[src/rtl/ucode_sequencer.sv]
// Microcode sequencer: steps external state-ROM words, dispatches on fetched opcodes,
// resolves branches and arbitrates reset/NMI/IRQ entry. Optional jam halt via UCODE_HALT_EN.
//
// entry state        | meaning
// -------------------+--------------------------------------------
// RESET_STATE        | first word after reset (int_kind 11)
// NMI_STATE          | NMI sequence entry (int_kind 10)
// IRQ_STATE          | IRQ sequence entry (int_kind 01)
// FETCH_STATE        | opcode fetch after a normal last cycle (sync)
module ucode_sequencer #(
   parameter int STATE_W                = 8,
   parameter int CTRL_W                 = 23,
   parameter int OP_W                   = 14,
   parameter int FETCH_STATE            = 0,
   parameter int BRANCH_TAKEN_STATE     = 60,
   parameter int BRANCH_NOT_TAKEN_STATE = 0,
   parameter int RESET_STATE            = 62,
   parameter int NMI_STATE              = 63,
   parameter int IRQ_STATE              = 64,
   parameter int IRQ_MASK_BIT           = 2
) (
   input  logic                             ph2,
   input  logic                             reset,
   input  logic                             rdy,
   input  logic [7:0]                       data_in,
   input  logic [7:0]                       p,
   input  logic                             irq,
   input  logic                             nmi,
   output logic [STATE_W-1:0]               state,
   input  logic [CTRL_W+OP_W+STATE_W+3:0]   ucode_in,
   output logic [7:0]                       opcode,
   input  logic [OP_W+8+STATE_W:0]          op_word,
   output logic [CTRL_W+OP_W-1:0]           controls,
   output logic [7:0]                       op_flags,
   output logic                             sync,
   output logic                             int_ack,
   output logic [1:0]                       int_kind,
   output logic                             halted
);

   typedef enum logic [1:0] {
      KIND_NONE  = 2'b00,
      KIND_IRQ   = 2'b01,
      KIND_NMI   = 2'b10,
      KIND_RESET = 2'b11
   } kind_t;

   logic [STATE_W-1:0] next_state_f;
   logic [1:0]         next_sel;
   logic               op_sel;
   logic               last_cycle;
   logic [OP_W-1:0]    c_op_state;
   logic [CTRL_W-1:0]  c_state;
   logic [STATE_W-1:0] dispatch_state;
   logic               branch_polarity;
   logic [OP_W-1:0]    c_op_opcode;

   assign next_state_f    = ucode_in[STATE_W-1:0];
   assign next_sel        = ucode_in[STATE_W+1:STATE_W];
   assign op_sel          = ucode_in[STATE_W+2];
   assign last_cycle      = ucode_in[STATE_W+3];
   assign c_op_state      = ucode_in[STATE_W+4 +: OP_W];
   assign c_state         = ucode_in[STATE_W+4+OP_W +: CTRL_W];

   assign dispatch_state  = op_word[STATE_W-1:0];
   assign op_flags        = op_word[STATE_W +: 8];
   assign branch_polarity = op_word[STATE_W+8];
   assign c_op_opcode     = op_word[STATE_W+9 +: OP_W];

   logic [7:0]         opcode_q, opcode_q_nxt;
   logic [STATE_W-1:0] state_nxt, seq_target;
   logic               sync_nxt, ack_nxt;
   kind_t              kind_q, kind_nxt;
   logic               nmi_prev, nmi_pending, pending_nxt;
   logic               nmi_take, taken, boundary;
   logic               halt_q;

   assign opcode   = sync ? data_in : opcode_q;
   assign int_kind = kind_q;
   assign controls = halt_q ? '0 : {c_state, (op_sel ? c_op_opcode : c_op_state)};

`ifdef UCODE_HALT_EN
   logic halt_nxt;
   always_ff @(posedge ph2) begin
      if (reset) halt_q <= 1'b0;
      else       halt_q <= halt_nxt;
   end
   assign halted = halt_q;
`else
   assign halt_q = 1'b0;
   assign halted = 1'b0;
`endif

   always_comb begin
      state_nxt    = state;
      sync_nxt     = sync;
      kind_nxt     = kind_q;
      ack_nxt      = int_ack;
      opcode_q_nxt = opcode_q;
      nmi_take     = 1'b0;
`ifdef UCODE_HALT_EN
      halt_nxt     = halt_q;
`endif
      taken = branch_polarity ^ (|(op_flags & p));
      case (next_sel)
         2'b00:   seq_target = next_state_f;
         2'b01:   seq_target = dispatch_state;
         2'b10:   seq_target = taken ? STATE_W'(BRANCH_TAKEN_STATE) : STATE_W'(BRANCH_NOT_TAKEN_STATE);
         default: seq_target = STATE_W'(FETCH_STATE);
      endcase
      // next_sel=11 returns to fetch, so it is a sequence boundary like last_cycle
      boundary = last_cycle | (next_sel == 2'b11);

      if (rdy && !halt_q) begin
         if (sync) opcode_q_nxt = data_in;
         sync_nxt = 1'b0;
         ack_nxt  = 1'b0;
`ifdef UCODE_HALT_EN
         if (next_sel == 2'b11) begin
            halt_nxt     = 1'b1;
            sync_nxt     = sync;
            opcode_q_nxt = opcode_q;
         end else
`endif
         if (boundary) begin
            if (nmi_pending) begin
               state_nxt = STATE_W'(NMI_STATE);
               kind_nxt  = KIND_NMI;
               ack_nxt   = 1'b1;
               nmi_take  = 1'b1;
            end else if (irq && !p[IRQ_MASK_BIT]) begin
               state_nxt = STATE_W'(IRQ_STATE);
               kind_nxt  = KIND_IRQ;
               ack_nxt   = 1'b1;
            end else begin
               state_nxt = seq_target;
               sync_nxt  = 1'b1;
               kind_nxt  = KIND_NONE;
            end
         end else begin
            state_nxt = seq_target;
         end
      end

      // a fresh edge wins over consuming the previous one
      pending_nxt = (nmi & ~nmi_prev) | (nmi_pending & ~nmi_take);
   end

   always_ff @(posedge ph2) begin
      if (reset) begin
         state       <= STATE_W'(RESET_STATE);
         opcode_q    <= '0;
         sync        <= 1'b0;
         nmi_pending <= 1'b0;
         nmi_prev    <= 1'b0;
         kind_q      <= KIND_RESET;
         int_ack     <= 1'b1;
      end else begin
         state       <= state_nxt;
         opcode_q    <= opcode_q_nxt;
         sync        <= sync_nxt;
         nmi_pending <= pending_nxt;
         nmi_prev    <= nmi;
         kind_q      <= kind_nxt;
         int_ack     <= ack_nxt;
      end
   end

endmodule

[config.mk]
export PLATFORM = sky130hd
export DESIGN_NAME = ucode_sequencer
export DESIGN_NICKNAME = d
export VERILOG_FILES = /design/src/rtl/ucode_sequencer.sv
export SDC_FILE = /design/constraint.sdc
export NUM_CORES = 1
export LEC_CHECK = 0
export ABC_AREA = 1
export BUFFER_PORTS_ARGS = -buffer_cell sky130_fd_sc_hd__buf_4
export CORE_ASPECT_RATIO = 0.5
export CORE_MARGIN = 2
export CORE_UTILIZATION = 39
export CTS_BUF_LIST = sky130_fd_sc_hd__clkbuf_8
export CTS_CLUSTER_DIAMETER = 150
export CTS_CLUSTER_SIZE = 25
export DETAILED_ROUTE_END_ITERATION = 8
export PLACE_DENSITY = 0.91
export SYNTH_ARGS = -nofsm -noshare
export SYNTH_HDL_FRONTEND = slang
export SYNTH_SLANG_ARGS = --single-unit
[constraint.sdc]
create_clock -name ph2 -period 2.5 [get_ports ph2]
set_input_delay 0.75 -clock ph2 [delete_from_list [all_inputs] [get_ports ph2]]
set_output_delay 0.75 -clock ph2 [all_outputs]
set_load 0.05 [all_outputs]
==> flow_metrics.env <==
export IMPL_firstDrtPassIters=8
export IMPL_max_freq_mhz=441
export IMPL_grt_max_degree=29
export IMPL_yosys_top_cells_area="dfxtp_1 28%, buf_4 15%, nand2_1 11%, mux2_2 10%, inv_1 8.6%"
export IMPL_clock_latency_ns=0.26
export IMPL_syn_avg_cell_area_um2=6.71
export IMPL_r2r_start="sync"
export IMPL_critical_path_class="input pin to output pin"
export IMPL_power_leakage_nw=1.25
export IMPL_start_util=0.404
export IMPL_min_to="int_kind[1]"
export IMPL_num_antenna_cells=0
export IMPL_yosysWarningCount=0
export IMPL_startpoint_type="input pin"
export IMPL_min_path_cells=2
export IMPL_maxCapViolations=0
export IMPL_min_period_over_period=0.907
export IMPL_grt_util_all_layers=0.190
export IMPL_syn_nets=335
export IMPL_clk_pin_slew_worst_paths_ns=0.08
export IMPL_synthFlopType="dfxtp_1"
export IMPL_rsz0062_at_grt="no"
export IMPL_ctsResizeCount=0
export IMPL_grt_pass1_wl_mm=6.96
export IMPL_dp_hpwl_mm=3.78
export IMPL_path_cells="buf_4 > mux2_2 > buf_4"
export IMPL_slowest_stage="mux2_2"
export IMPL_cp_common_cell="buf_4"
export IMPL_arrival_ns=1.52
export IMPL_wl_per_cell_um=12.3
export IMPL_tightest_slew_ns=0.521
export IMPL_syn_inst=234
export IMPL_drc=0
export IMPL_status="finished, final reports clean"
export IMPL_wl_mm=4.57
export IMPL_p_total_mw=1.21
export IMPL_hold_viol=0
export IMPL_dp_cells=367
export IMPL_crit_fanout=14
export IMPL_drtAntennaViolNets=0
export IMPL_synth_most_common_cell="nand2_1"
export IMPL_drt_iter0_markers=42
export IMPL_synth_edf_count=0
export IMPL_ys_ff_latch=22
export IMPL_hold_path_class="register to register"
export IMPL_p_per_area_nw_per_um2=524
export IMPL_post_cts_setup_buffer_count=0
export IMPL_layout_nets=419
export IMPL_final_area_um2=2310
export IMPL_overflow=0
export IMPL_viasPerCell=4.57
export IMPL_drive_above_1_share=0.438
export IMPL_slew_viol_final=0
export IMPL_cp_end_kind="output pin"
export IMPL_synthTopCellsByCount="46 x nand2_1, 36 x inv_1, 32 x buf_4"
export IMPL_hold_buffers=0
export IMPL_finalSetupTns_ns=0
export IMPL_die_h_um=48.9
export IMPL_port_buffers=119
export IMPL_worstReg2RegEnd="opcode_q[6]"
export IMPL_setup_viol=0
export IMPL_placed_area_um2=2240
export IMPL_hold_ws_ns=0.472
export IMPL_synth_cell_types=24
export IMPL_die_area_um2=4580
export IMPL_ir_drop_mv=0.300
export IMPL_die_x_um=93.7
export IMPL_fin_crit_ns=2.27
export IMPL_numCtsBuffers=3
export IMPL_htreeDepth=1
export IMPL_core_rowCount=16
export IMPL_rr_worst_depth=3
export IMPL_core_area_um2=3880
export IMPL_slowest_delay_ns=0.38
export IMPL_min_delay_start="int_kind[1]"
export IMPL_grt_pass1_vias=1523
export IMPL_rrSetupSlack_ns=1.29
export IMPL_yosysTopAreaCell="dfxtp_1"
export IMPL_crit_required_ns=1.75
export IMPL_synth_top_area_frac=0.281
export IMPL_stdcell_count=371
export IMPL_async_flop_share=0
export IMPL_top_level_ports=167
export IMPL_antenna_found_initial=0
export IMPL_skew_ns=0.00455
export IMPL_cts_root_buf="clkbuf_8"
export IMPL_numClockSinks=22
export IMPL_vias=1694
export IMPL_relSlewSlack=0.652
export IMPL_synth_area_um2=1570
export IMPL_area_growth_pct=47.4
export IMPL_yosysSeqAreaShare=0.281
export IMPL_cts_buffer_depth=2
export IMPL_tritoncts="done"
export IMPL_gp_congestion=0.817
## cell type report
class,instances,area (um2)
inverters,38,143
clock buffers,3,41.3
repair buffers,119,893
fillers,377,1570
multi-input cells,134,698
well taps,54,67.6
flip-flops and latches,22,440
clock inverters,1,30.0
## flip-flops by register name, indices dropped and copies added, names as in the netlist
signal	count
sync	1
int_ack	1
state	8
int_kind	2
nmi_prev	1
nmi_pending	1
opcode_q	8
## per-layer routing
| metal | part of all wire | vias to the layer above | GRT usage |
|---|---|---|---|
| met4 | 0.020 | 0 | 0.0580 |
| li1 | - | 875 | - |
| met2 | 0.51 | 57 | 0.343 |
| met5 | 0 | - | 0 |
| met3 | 0.066 | 20 | 0.0479 |
| met1 | 0.40 | 742 | 0.222 |
## worst max-delay path: cells and delay by family
kind	cells	cell delay, ns
buffers and inverters	2	0.38
muxes	1	0.38
## where the power goes
part	internal [mW]	switching (mW)
combinational	0.190	0.305
clock	0.214	0.111
sequential	0.376	0.0156
## through the flow
step,util,setup slack [ns]
after detailed placement,0.577,0.243
final,0.596,0.231
after floorplan,-,0.0216
after global routing,0.596,0.205
after global placement,0.577,0.261
after CTS,0.596,0.240
## cell families (layout without fill, tap and decap cells)
| group | Yosys count | count (layout) | share of synthesized area |
|---|---|---|---|
| multiplexers | 14 | 14 | 0.100 |
| flip-flops | 22 | 22 | 0.281 |
| AO/OA/AOI/OAI | 46 | 46 | 0.153 |
| buffers and inverters | 78 | 161 | 0.274 |
| AND/OR/NAND/NOR | 73 | 73 | 0.189 |
| other | 1 | 1 | 0.00239 |
## worst max-delay path by stage
| stage | start | endpoint | slack, ns | cells after the start |
|---|---|---|---|---|
| CTS | ucode_in[10] | controls[0] | 0.24 | 3 |
| global route | sync | opcode[1] | 0.21 | 3 |
| global placement | ucode_in[10] | controls[0] | 0.26 | 3 |
| floorplan | sync | opcode[0] | 0.02 | 1 |
| detailed placement | ucode_in[10] | controls[0] | 0.24 | 3 |
| finish | ucode_in[10] | controls[0] | 0.23 | 3 |
## placed cells by master (no fill, tap or decap), types with 3 or more instances in the layout
cell and instances:
clkbuf_8 3, inv_1 36, nor3_1 3, o21ai_1 7, buf_4 119, mux2_2 14, nand2_1 46, nor2_1 11
dfxtp_1 22, o21ai_0 17, nand3_1 11, a21oi_1 18
No activity file was read; power rests on OpenSTA's default activity.
